`src/rtl/conv1_k_mem_write.sv`:
```
// Write-side counter/addresser for the conv1 kernel weight memory.
// Streams kernel A/B weight pairs into two write ports (0..HALF-1 and HALF..2*HALF-1).
module conv1_k_mem_write #(
    parameter int DATA_W = 8,
    parameter int HALF   = 25
) (
    input  logic              clk,
    input  logic              reset,
    input  logic              start,
    input  logic              enable,
    input  logic              in_valid,
    input  logic [DATA_W-1:0] in_w0,
    input  logic [DATA_W-1:0] in_w1,
    output logic              in_ready,
    output logic              we0,
    output logic              we1,
    output logic [5:0]        addr0,
    output logic [5:0]        addr1,
    output logic [DATA_W-1:0] data0,
    output logic [DATA_W-1:0] data1,
    output logic [4:0]        count,
    output logic              done,
    output logic              overflow
);

    typedef enum logic [1:0] {
        IDLE,
        LOAD,
        DONE
    } state_t;

    localparam logic [5:0] PORT1_BASE = 6'(HALF);
    localparam logic [4:0] LAST_BEAT  = 5'(HALF - 1);

    state_t state;
    state_t state_next;
    logic   accept;

    always_ff @(posedge clk) begin
        if (reset) begin
            state <= IDLE;
        end else begin
            state <= state_next;
        end
    end

    // start is only honoured outside LOAD, so a stray pulse cannot restart a fill
    always_comb begin
        state_next = state;
        in_ready   = 1'b0;
        accept     = 1'b0;
        case (state)
            IDLE: begin
                if (start) begin
                    state_next = LOAD;
                end
            end
            LOAD: begin
                in_ready = enable;
                accept   = in_valid & enable;
                if (accept && (count == LAST_BEAT)) begin
                    state_next = DONE;
                end
            end
            DONE: begin
                if (start) begin
                    state_next = LOAD;
                end
            end
            default: begin
                state_next = IDLE;
            end
        endcase
    end

    always_ff @(posedge clk) begin
        if (reset) begin
            we0      <= 1'b0;
            we1      <= 1'b0;
            addr0    <= 6'd0;
            addr1    <= PORT1_BASE;
            data0    <= '0;
            data1    <= '0;
            count    <= 5'd0;
            done     <= 1'b0;
            overflow <= 1'b0;
        end else begin
            we0  <= accept;
            we1  <= accept;
            done <= (state_next == DONE);
            if (accept) begin
                data0 <= in_w0;
                data1 <= in_w1;
                addr0 <= {1'b0, count};
                addr1 <= {1'b0, count} + PORT1_BASE;
                count <= count + 5'd1;
            end else if (start && (state != LOAD)) begin
                count <= 5'd0;
            end
            // a restart clears the flag even if a beat is offered in the same cycle
            if (state == DONE) begin
                if (start) begin
                    overflow <= 1'b0;
                end else if (in_valid) begin
                    overflow <= 1'b1;
                end
            end
        end
    end

endmodule
```
`config.mk`:
```
export PLATFORM = sky130hd
export DESIGN_NAME = conv1_k_mem_write
export DESIGN_NICKNAME = d
export VERILOG_FILES = /design/src/rtl/conv1_k_mem_write.sv
export SDC_FILE = /design/constraint.sdc
export NUM_CORES = 1
export LEC_CHECK = 0
export CORE_AREA = 2 2 61 63
export DETAILED_ROUTE_END_ITERATION = 6
export DIE_AREA = 0 0 63 65
export PLACE_DENSITY_LB_ADDON = 0.12
export SKIP_LAST_GASP = 1
export SYNTH_ARGS = -nofsm -noshare
export SYNTH_HDL_FRONTEND = slang
export SYNTH_SLANG_ARGS = --single-unit
```
`constraint.sdc`:
```
create_clock -name clk -period 2.14 [get_ports clk]
set_input_delay 0.321 -clock clk [delete_from_list [all_inputs] [get_ports clk]]
set_output_delay 0.321 -clock clk [all_outputs]
set_load 0.01 [all_outputs]
```
==> flow_summary.rst, run 1 <==
.. list-table::
   :header-rows: 1

   * - Metric
     - Value
   * - Outcome
     - completed
   * - Detailed-route wire length
     - 3.31 mm
   * - Hold path cells
     - 2
   * - Relative slew slack
     - 0.608
   * - Post-layout net count
     - 255
   * - Post-synthesis to final-layout area growth
     - 42.9%
   * - First-pass GRT wire length
     - 5.26 mm
   * - Setup total negative slack
     - 0 ns
   * - Remaining Overflow, GRT
     - 0
   * - Part of the Yosys area used for sequential elements
     - 0.504
   * - CTS Root Buffer Type
     - sky130_fd_sc_hd__clkbuf_4
   * - Avg Synthesized Cell Area
     - 8.30 µm²
   * - Post-Syn Instances
     - 177
   * - Count of instances resized after the clock tree is built
     - 0
   * - Io pins
     - 59
   * - Number of fill cells
     - 344
   * - Worst vdd rail ir drop
     - 402 µV
   * - Slew of the pin with the lowest slew margin
     - 0.586 ns
   * - Portion of the clock cycle consumed by the worst path in the final layout
     - 0.899
   * - CTS H-tree lvls
     - 2
   * - Netlist area before placement
     - 1470 µm²
   * - Required time at the endpoint of the critical path
     - 1.82 ns
   * - Slack of the worst reg-to-reg path
     - 0.67 ns
   * - Leakage power summed over all cells
     - 0.713 nW
   * - Fraction of final layout cells with drive strength greater than 1
     - 0.0601
   * - Worst endpoint data arrival time
     - 1.60 ns
   * - Power Internal
     - 0.906 mW
   * - Power share of the sequential group
     - 0.602
   * - Worst hold slack after final layout
     - 0.457 ns
   * - Crit Path Class
     - flip-flop to output port
   * - Maximum cell stage delay along the critical path
     - 0.53 ns
   * - Top cell type's share of synthesized area
     - 0.504
   * - Total setup violations reported at the end of the flow
     - 0
   * - Total setup buffers inserted after CTS
     - 0
   * - Length of the first detailed-routing pass in iterations
     - 4
   * - Clock buffer depth
     - 2
   * - CP Capture Type
     - output port
   * - Hold Startpoint
     - data0[4]
   * - Worst path slowest cell
     - sky130_fd_sc_hd__clkdlybuf4s50_1
   * - Core Box Area
     - 3500 µm²
   * - HPWL reported at the end of detailed placement
     - 2.39 mm
   * - Routed len/inst
     - 11.8 µm
   * - Count of input and output buffers
     - 57
   * - Post-route DRC
     - 0
   * - Global placer's final weighted congestion
     - 0.746
   * - Starting density of the core
     - 0.420
   * - Number of antenna violations at the first check in global routing
     - 0
   * - Max frequency
     - 520 MHz
   * - Share of the core filled with cells in the final layout
     - 0.601
   * - Post-route minimum period
     - 1.92 ns
   * - Area leader, netlist
     - sky130_fd_sc_hd__dfxtp_1
   * - Clock-pin transition on the worst setup and hold timing paths
     - 0.10 ns
   * - Class of the tightest hold or removal check
     - flip-flop to flip-flop
   * - Via count of the first global-routing pass
     - 1258
   * - Number of warning messages in the yosys log
     - 0
   * - Number of standard-cell rows in the floorplan
     - 22
   * - Number of pins exceeding their max-slew limit in the final report
     - 0
   * - Count of hold-fix buffers inserted at cts
     - 0
   * - Number of buffers and inverters on the critical path
     - 1
   * - Clock power frac
     - 0.286
   * - Dominant delay contributor by cell family on the critical path
     - buffers and inverters
   * - Initial drt markers
     - 52
   * - Number of distinct library cells after synthesis
     - 28
   * - Avg Vias per Cell
     - 4.91
   * - Clock latency of the later-clocked register in the worst-skew pair
     - 0.33 ns
   * - Die Height
     - 65 µm
   * - Final cell area excluding filler cells
     - 2100 µm²
   * - Critical path fanouts, max
     - 7
   * - Switching share of power
     - 0.231
   * - Total placed instance area
     - 2050 µm²
   * - Final-report hold violation count
     - 0
   * - Reg-to-reg startpoint
     - count[0]
   * - Net switching component of the power
     - 0.273 mW
   * - Endpoint, Worst Hold
     - data0[4]
   * - Synthesized flop and latch total
     - 37
   * - Total die area
     - 4100 µm²
   * - Number of sinks handled by clock tree synthesis
     - 37
   * - Power density normalized to cell area
     - 561 nW/µm²
   * - Combinational Power Share
     - 0.112
   * - Vias
     - 1380
   * - Die Wd
     - 63 µm
   * - Largest net degree at the start of global routing
     - 26
   * - Post-DRT Antenna Nets
     - 0
   * - Reg2reg path depth
     - 5
   * - Top area cells in the synthesized netlist
     - sky130_fd_sc_hd__dfxtp_1 50%, sky130_fd_sc_hd__nand2_1 11%, sky130_fd_sc_hd__a21oi_1 11%, sky130_fd_sc_hd__nor2_1 3.3%, sky130_fd_sc_hd__buf_6 2.3%
   * - Maximum clock skew at final layout
     - 0.00771 ns
   * - Global-route total usage across every layer
     - 0.166
   * - CTS buffer count
     - 5
   * - CP Launch Type
     - flip-flop
   * - Clock tree from TritonCTS
     - done
   * - Number of diodes added for antenna fixing
     - 0
   * - Max-capacitance violation count
     - 0
   * - Setup repair after global routing missed its margin
     - false
   * - Ordered list of cells on the worst path
     - nor2b_1 > and2_1 > clkdlybuf4s50_1
   * - Worst flop-to-flop path endpoint
     - addr1[4]
   * - Mapped Nets
     - 200
final cells by class:
class	instances	area [µm²]	area share
Inverter	2	7.51	0.00358
Multi-Input combinational cell	123	627	0.299
Clock buffer	8	48.8	0.0232
Sequential cell	37	741	0.353
Timing Repair Buffer	63	616	0.293
Tap cell	48	60.1	0.0286
metal layers:
layer / share of wire / GRT usage / wire [µm]
met5: 0 / 0 / 0
met1: 0.44 / 0.188 / 1470
met4: 0.010 / 0.0667 / 34
met3: 0.067 / 0.0694 / 221
met2: 0.48 / 0.277 / 1580
power groups by stage:
stage / registers, mW / logic (mW) / clock network (mW)
final: 0.710 / 0.132 / 0.337
after global routing: 0.712 / 0.142 / 0.388
after CTS: 0.710 / 0.133 / 0.350
after detailed placement: 0.726 / 0.132 / 0
after global placement: 0.725 / 0.129 / 0
after floorplan: 0.730 / 0.0545 / 0
cells by family (layout without fill, tap and decap cells):
family,count (synthesis),count (layout),share of synthesized area
AO/OA/AOI/OAI,43,43,0.170
buffers and inverters,17,73,0.0690
XOR/XNOR,3,3,0.0179
AND/OR/NAND/NOR,74,74,0.219
adder cells (fa/ha/maj),2,2,0.0170
flip-flops,37,37,0.504
other,1,1,0.00255
worst max-delay path by stage:
stage                  start  depth (start not counted)  endpoint  slack, ns
global route        state[0]                          3  in_ready        0.1
finish              state[0]                          3  in_ready       0.22
detailed placement  in_valid                          5  addr1[4]       0.28
global placement    in_valid                          5  addr1[4]       0.32
CTS                 state[0]                          3  in_ready       0.20
floorplan           count[0]                          5  addr1[4]       0.76
worst min-delay path, stage by stage, from the launching register on:
cell and delay (ns):
sky130_fd_sc_hd__dfxtp_1 0.32, sky130_fd_sc_hd__nand2_1 0.05, sky130_fd_sc_hd__a21oi_1 0.05
synth_stat cells:
cell and n:
sky130_fd_sc_hd__a21oi_4 1, sky130_fd_sc_hd__conb_1 1, sky130_fd_sc_hd__buf_6 3, sky130_fd_sc_hd__nand4b_1 1
sky130_fd_sc_hd__nand2b_1 5, sky130_fd_sc_hd__a211oi_1 3, sky130_fd_sc_hd__buf_1 2, sky130_fd_sc_hd__inv_1 2
sky130_fd_sc_hd__clkbuf_1 6, sky130_fd_sc_hd__nand3_1 2, sky130_fd_sc_hd__nand4_1 1, sky130_fd_sc_hd__nor2_1 13
sky130_fd_sc_hd__a21oi_1 32, sky130_fd_sc_hd__o21ai_0 4, sky130_fd_sc_hd__dfxtp_1 37, sky130_fd_sc_hd__ha_1 2
sky130_fd_sc_hd__and2_1 1, sky130_fd_sc_hd__a311oi_1 1, sky130_fd_sc_hd__a211oi_2 1, sky130_fd_sc_hd__nor2b_1 2
sky130_fd_sc_hd__buf_4 4, sky130_fd_sc_hd__nand2_1 45, sky130_fd_sc_hd__o32a_1 1, sky130_fd_sc_hd__or2_2 1
sky130_fd_sc_hd__or3_1 1, sky130_fd_sc_hd__and4b_1 1, sky130_fd_sc_hd__and2_0 1, sky130_fd_sc_hd__xnor2_1 3
per-stage QoR:
| stage | total power [mW] | setup WS (ns) | std cells |
|---|---|---|---|
| final | 1.18 | 0.217 | 281 |
| after floorplan | 0.785 | 0.756 | 177 |
| after global routing | 1.24 | 0.0986 | 281 |
| after CTS | 1.19 | 0.196 | 281 |
| after detailed placement | 0.857 | 0.284 | 273 |
| after global placement | 0.854 | 0.324 | 273 |
layout by cell type (no fill, tap or decap), drive strengths merged, types with 4 or more instances in the layout:
cell,count
clkbuf,8
dfxtp,37
nor2,13
nand2,45
buf,6
nand2b,5
a211oi,4
o21ai,4
clkdlybuf4s50,57
a21oi,33
state kept, by name, summed over array words and instances, names as in the netlist:
name / count
state: 2
overflow: 1
addr0: 5
addr1: 6
we1: 1
done: 1
data1: 8
count: 5
data0: 8
Power figures use the tool's default switching activity.
==> inputs of run 2 (changes only) <==
- SETUP_SLACK_MARGIN: not set -> 0.5
==> run 2 against run 1 <==
Via count up 0.29%. Power up 0.14%. Sequential cell count unchanged. Sequential share of layout area up 0.25 points. Register-to-register slack worse by 0.05 ns. Critical endpoint is now count[0].
==> flow_summary.rst, run 2 (synthesis results as in run 1) <==
.. list-table::
   :header-rows: 1

   * - Metric
     - Value
   * - Number of sinks handled by clock tree synthesis
     - 37 (unchanged)
   * - CTS Root Buffer Type
     - sky130_fd_sc_hd__clkbuf_4
   * - Largest regs
     - data0 x8, data1 x8, addr1 x6
   * - Post-DRT Antenna Nets
     - 0 (unchanged)
   * - Reg-to-reg startpoint
     - state[0]
   * - Setup repair after global routing missed its margin
     - true
   * - Slew of the pin with the lowest slew margin
     - 0.579 ns (-0.00636 ns)
   * - Number of buffers and inverters on the critical path
     - 1 (unchanged)
   * - Number of antenna violations at the first check in global routing
     - 0 (unchanged)
   * - Largest net degree at the start of global routing
     - 26 (unchanged)
   * - Relative slew slack
     - 0.613 (+0.00426)
   * - Power density normalized to cell area
     - 554 nW/µm² (-1.3%)
   * - Worst hold slack after final layout
     - 0.456 ns (-0.000494 ns)
   * - Total die area
     - 4100 µm² (unchanged)
   * - Routed len/inst
     - 11.9 µm (+1.2%)
   * - Maximum cell stage delay along the critical path
     - 0.54 ns (about the same)
   * - Vias
     - 1384 (+0.29%)
   * - Clock latency of the later-clocked register in the worst-skew pair
     - 0.33 ns (about the same)
   * - Required time at the endpoint of the critical path
     - 1.82 ns (about the same)
   * - Final-report hold violation count
     - 0 (unchanged)
   * - CP startpoint
     - count[0]
   * - Max-capacitance violation count
     - 0 (unchanged)
   * - Avg Vias per Cell
     - 4.91 (about the same)
   * - Detailed-route wire length
     - 3.36 mm (+1.5%)
   * - Core Box Area
     - 3500 µm² (unchanged)
   * - CTS buffer count
     - 5 (unchanged)
   * - Top library cells by usage in the layout, fill and taps aside
     - 52 x sky130_fd_sc_hd__clkdlybuf4s50_1, 45 x sky130_fd_sc_hd__nand2_1, 32 x sky130_fd_sc_hd__a21oi_1, 30 x sky130_fd_sc_hd__dfxtp_1, 13 x sky130_fd_sc_hd__nor2_1
   * - First-pass GRT wire length
     - 5.35 mm (+1.7%)
   * - Leakage power summed over all cells
     - 0.788 nW (+11%)
   * - Post-synthesis to final-layout area growth
     - 45.1%
   * - Setup slack after placement
     - 0.284 ns (unchanged)
   * - Ordered list of cells on the worst path
     - clkdlybuf4s50_1
   * - Number of pins exceeding their max-slew limit in the final report
     - 0 (unchanged)
   * - Global-route total usage across every layer
     - 0.169 (+0.00267)
   * - Portion of the clock cycle consumed by the worst path in the final layout
     - 0.741 (-0.157)
   * - Total placed instance area
     - 2050 µm² (unchanged)
   * - Dominant delay contributor by cell family on the critical path
     - buffers and inverters
   * - Final cell area excluding filler cells
     - 2130 µm² (+1.5%)
   * - Worst vdd rail ir drop
     - 412 µV (+2.6%)
   * - Design Power
     - 1.18 mW (+0.14%)
   * - Max frequency
     - 630 MHz (+21%)
   * - Count of hold-fix buffers inserted at cts
     - 0 (unchanged)
   * - Critical path fanouts, max
     - 7 (unchanged)
   * - Total setup violations reported at the end of the flow
     - 0 (unchanged)
   * - Post-route minimum period
     - 1.59 ns (-0.337 ns)
   * - Setup total negative slack
     - 0 ns (unchanged)
   * - Reg2reg path depth
     - 6 (+1)
   * - Clock buffer depth
     - 2 (unchanged)
   * - CTS H-tree lvls
     - 2 (unchanged)
   * - Number of cells on the critical path
     - 1 (-2)
   * - Number of standard-cell rows in the floorplan
     - 22 (unchanged)
   * - Post-route worst setup slack
     - 0.554 ns (+0.337 ns)
   * - Die Wd
     - 63 µm (unchanged)
   * - CP Capture Type
     - output port
   * - Io pins
     - 59 (unchanged)
   * - Via count of the first global-routing pass
     - 1282 (+1.9%)
   * - Hold path cells
     - 2 (unchanged)
   * - Class of the tightest hold or removal check
     - flip-flop to flip-flop
   * - Most common library cell in the layout ignoring fill and taps
     - sky130_fd_sc_hd__clkdlybuf4s50_1
   * - Initial drt markers
     - 62 (+19%)
   * - Clock tree from TritonCTS
     - done
   * - CP Launch Type
     - flip-flop
   * - Hold Startpoint
     - data0[4]
   * - Fraction of final layout cells with drive strength greater than 1
     - 0.0983 (+0.0382)
   * - Number of diodes added for antenna fixing
     - 0 (unchanged)
   * - Count of input and output buffers
     - 57 (unchanged)
   * - Maximum clock skew at final layout
     - 0.00696 ns (-0.000746 ns)
   * - Remaining Overflow, GRT
     - 0 (unchanged)
   * - Worst endpoint data arrival time
     - 1.27 ns (-0.33 ns)
   * - Post-route DRC
     - 0 (unchanged)
   * - Worst path slowest cell
     - sky130_fd_sc_hd__clkdlybuf4s50_1
   * - Global placer's final weighted congestion
     - 0.746 (unchanged)
   * - Clock-pin transition on the worst setup and hold timing paths
     - 0.10 ns (about the same)
   * - HPWL reported at the end of detailed placement
     - 2.39 mm (unchanged)
   * - Crit Path Class
     - flip-flop to output port
   * - Length of the first detailed-routing pass in iterations
     - 4 (unchanged)
   * - Die Height
     - 65 µm (unchanged)
   * - Outcome
     - completed
   * - Starting density of the core
     - 0.420 (unchanged)
   * - Post-layout net count
     - 256 (+0.39%)
==> run 2: cell count changes in the layout (fill, tap and decap cells not counted) <==
cell / previous run / this run
sky130_fd_sc_hd__buf_4: 6 / 7
sky130_fd_sc_hd__clkdlybuf4s50_1: 57 / 52
sky130_fd_sc_hd__dfxtp_1: 37 / 30
sky130_fd_sc_hd__dfxtp_2: 0 / 4
sky130_fd_sc_hd__dfxtp_4: 0 / 3
sky130_fd_sc_hd__dlygate4sd2_1: 0 / 2
sky130_fd_sc_hd__dlymetal6s2s_1: 0 / 3
sky130_fd_sc_hd__nor2b_1: 2 / 1
sky130_fd_sc_hd__nor2b_2: 0 / 1
==> run 2: worst paths after layout <==
path	end	slack, ns
hold / removal	data0[4]	0.46
setup / recovery	count[0]	0.55
hold reg to reg	data0[4]	0.46
setup reg to reg	count[2]	0.62
==> run 2: per-layer routing <==
layer  share of wire  global-route usage  vias to the layer above
li1                -                   -                      692
met1            0.44               0.189                      634
met2            0.48               0.285                       51
met3           0.067              0.0694                        7
met4           0.017              0.0667                        0
met5               0                   0                        -
==> run 2: cell type report <==
cell class | instances | area, µm²
tap | 48 | 60.1
multi-input combinational | 123 | 629
inverter | 2 | 7.51
clock buffer | 8 | 48.8
fill | 338 | 1370
sequential | 37 | 757
timing repair buffer | 64 | 628
==> run 2: per-stage QoR <==
stage | util | std cells
after floorplan | - | 177
after global placement | 0.587 | 273
after detailed placement | 0.587 | 273
after CTS | 0.606 | 282
after global routing | 0.610 | 282
final | 0.610 | 282
==> run 2: what timing repair did <==
action                     CTS  global route
setup endpoints to repair    6             5
hold endpoints to repair     0             0
pin swaps                    0             0
gates resized for setup     10             6
buffers inserted             1             0
==> run 2: power breakdown <==
part	internal [mW]	switching, mW
clock	0.131	0.208
combinational	0.0754	0.0606
sequential	0.698	0.00726
==> inputs of run 3 (changes only) <==
- CORE_AREA: 2 2 61 63 -> 2 2 63 65
- DIE_AREA: 0 0 63 65 -> 0 0 65 67
- clock period: 2.14 -> 1.51 ns (I/O delays scaled with it)
==> run 3 against run 2 <==
Clock-buffer cell count fell by 1. Power rose by 60%. Clock skew barely moved. Combinational power rose by 58%. Final area rose by 6.8%. Register-to-register slack got worse by 0.40 ns. Critical path type is now flip-flop to flip-flop. Largest cell class unchanged. Highest routed layer unchanged.
==> flow_summary.rst, run 3 (synthesis results as in run 1) <==
.. list-table::
   :header-rows: 1

   * - Metric
     - Value
   * - CP Launch Type
     - flip-flop
   * - Global-route total usage across every layer
     - 0.182 (+0.0136)
   * - Clock-pin transition on the worst setup and hold timing paths
     - 0.07 ns (-0.03 ns)
   * - Power share of the sequential group
     - 0.529 (-0.069)
   * - Global placer's final weighted congestion
     - 0.706 (-5.3%)
   * - Number of diodes added for antenna fixing
     - 0 (unchanged)
   * - Largest net degree at the start of global routing
     - 38 (+46%)
   * - Detailed-route wire length
     - 3.73 mm (+11%)
   * - Number of sinks handled by clock tree synthesis
     - 37 (unchanged)
   * - Power Internal
     - 1.47 mW (+63%)
   * - Footprint of the multi-input gates
     - 697 µm² (+11%)
   * - Clock buffer depth
     - 2 (unchanged)
   * - Max-capacitance violation count
     - 0 (unchanged)
   * - Finished Layout Cells
     - 297 (+5.3%)
   * - Outcome
     - completed
   * - Initial drt markers
     - 52 (-16%)
   * - Die Wd
     - 65 µm (+3.2%)
   * - Post-route worst setup slack
     - 0.221 ns (-0.333 ns)
   * - Final-report hold violation count
     - 0 (unchanged)
   * - CTS H-tree lvls
     - 2 (unchanged)
   * - Ordered list of cells on the worst path
     - and4b_1 > buf_12 > a21oi_4 > buf_4 > a21oi_2 > nor2_1
   * - HPWL reported at the end of detailed placement
     - 2.49 mm (+4.2%)
   * - Starting density of the core
     - 0.407 (-0.0128)
   * - Maximum cell stage delay along the critical path
     - 0.36 ns (-0.18 ns)
   * - Switching share of power
     - 0.224 (-0.0102)
   * - Setup slack after placement
     - -0.131 ns (-0.415 ns)
   * - Class of the tightest hold or removal check
     - input pin to flip-flop
   * - Post-route minimum period
     - 1.29 ns
   * - CTS buffer count
     - 5 (unchanged)
   * - Vias
     - 1428 (+3.2%)
   * - CTS Root Buffer Type
     - sky130_fd_sc_hd__clkbuf_8
   * - Top library cells by usage in the layout, fill and taps aside
     - 42 x sky130_fd_sc_hd__nand2_1, 32 x sky130_fd_sc_hd__buf_2, 28 x sky130_fd_sc_hd__a21oi_1, 19 x sky130_fd_sc_hd__dfxtp_2, 18 x sky130_fd_sc_hd__clkdlybuf4s50_1
   * - Number of cells after detailed placement
     - 279 (+2.2%)
   * - Post-layout net count
     - 272 (+6.3%)
   * - Worst hold slack after final layout
     - 0.440 ns (-0.0160 ns)
   * - Number of pins exceeding their max-slew limit in the final report
     - 0 (unchanged)
   * - First-pass GRT wire length
     - 5.98 mm (+12%)
   * - Length of the first detailed-routing pass in iterations
     - 4 (unchanged)
   * - Setup total negative slack
     - 0 ns (unchanged)
   * - Clock tree from TritonCTS
     - done
   * - Total die area
     - 4360 µm² (+6.3%)
   * - Worst endpoint data arrival time
     - 1.46 ns (+0.19 ns)
   * - Worst path slowest cell
     - sky130_fd_sc_hd__dfxtp_4
   * - Io pins
     - 59 (unchanged)
   * - Worst vdd rail ir drop
     - 555 µV (+34%)
   * - Avg Vias per Cell
     - 4.81 (-2.0%)
   * - Net switching component of the power
     - 0.423 mW (+53%)
   * - Number of antenna violations at the first check in global routing
     - 0 (unchanged)
   * - Clock power frac
     - 0.358 (+0.071)
   * - Post-DRT Antenna Nets
     - 0 (unchanged)
   * - Crit Path Class
     - flip-flop to flip-flop
   * - Maximum clock skew at final layout
     - 0.00658 ns (-0.000375 ns)
   * - Required time at the endpoint of the critical path
     - 1.69 ns (-0.13 ns)
   * - Max frequency
     - 776 MHz
   * - Power density normalized to cell area
     - 832 nW/µm² (+50%)
   * - Combinational Power Share
     - 0.113 (-0.002)
   * - Via count of the first global-routing pass
     - 1292 (+0.78%)
   * - Sequential cell area
     - 783 µm² (+3.5%)
   * - Setup repair after global routing missed its margin
     - true
   * - Post-route DRC
     - 0 (unchanged)
   * - Count of input and output buffers
     - 57 (unchanged)
   * - Largest regs
     - data0 x8, data1 x8, addr1 x6
   * - Post-synthesis to final-layout area growth
     - 54.9%
   * - Number of fill cells
     - 320 (-5.3%)
   * - Fraction of final layout cells with drive strength greater than 1
     - 0.430 (+0.331)
   * - Design Power
     - 1.89 mW (+60%)
   * - Leakage power summed over all cells
     - 0.927 nW (+18%)
   * - Total setup violations reported at the end of the flow
     - 0 (unchanged)
   * - Most common library cell in the layout ignoring fill and taps
     - sky130_fd_sc_hd__nand2_1
   * - Portion of the clock cycle consumed by the worst path in the final layout
     - 0.854
   * - Die Height
     - 67 µm (+3.1%)
   * - Routed len/inst
     - 12.5 µm (+5.4%)
   * - Critical path fanouts, max
     - 14 (+7)
   * - Remaining Overflow, GRT
     - 0 (unchanged)
   * - Core Box Area
     - 3610 µm² (+3.1%)
   * - Number of standard-cell rows in the floorplan
     - 22 (unchanged)
   * - Clock latency of the later-clocked register in the worst-skew pair
     - 0.28 ns (-0.05 ns)
   * - CP Capture Type
     - flip-flop
## run 3: power by group through the flow
stage | Combinational (mW) | Clock, mW | Sequential, mW
after global placement | 0.193 | 0 | 1.03
after CTS | 0.203 | 0.705 | 1.00
final | 0.215 | 0.677 | 1.00
after floorplan | 0.0807 | 0 | 1.03
after global routing | 0.234 | 0.751 | 1.00
after detailed placement | 0.197 | 0 | 1.03
## run 3: final timing paths
path / cells past startpoint / slack, ns / start / endpoint
setup reg to reg: 6 / 0.22 / state[1] / count[0]
hold reg to reg: 2 / 0.45 / data1[5] / data1[5]
hold / removal: 3 / 0.44 / in_valid / overflow
setup / recovery: 6 / 0.22 / state[1] / count[0]
## run 3: critical path: cells and delay by family, from the launching register on
| kind | cells | cell delay, ns |
|---|---|---|
| buffers and inverters | 2 | 0.30 |
| flip-flops | 1 | 0.36 |
| AO/OA/AOI/OAI | 2 | 0.15 |
| AND/OR/NAND/NOR | 2 | 0.36 |
## run 3: stage by stage
| step | utilization | area (µm²) |
|---|---|---|
| global placement | 0.597 | 2150 |
| floorplan | - | 1530 |
| CTS | 0.609 | 2200 |
| global route | 0.631 | 2270 |
| detailed placement | 0.597 | 2150 |
| finish | 0.631 | 2270 |
## run 3: timing repair
action,CTS,global route
hold buffers,0,0
setup buffers,8,3
endpoints found under the setup margin,72,53
resized for setup,175,24
cloned,0,0
pin swaps,7,5
## run 3: final cells by class
cell class / instances / share of cell area
timing repair buffer: 80 / 0.281
multi-input combinational: 123 / 0.306
tap: 48 / 0.0264
sequential: 37 / 0.344
clock buffer: 7 / 0.0380
inverter: 2 / 0.00440
## run 3: metal layers
metal	up-vias	share of wire	track usage
met5	-	0	0
met1	667	0.41	0.201
met2	33	0.51	0.323
li1	721	-	-
met4	0	0.017	0.0798
met3	7	0.061	0.0541
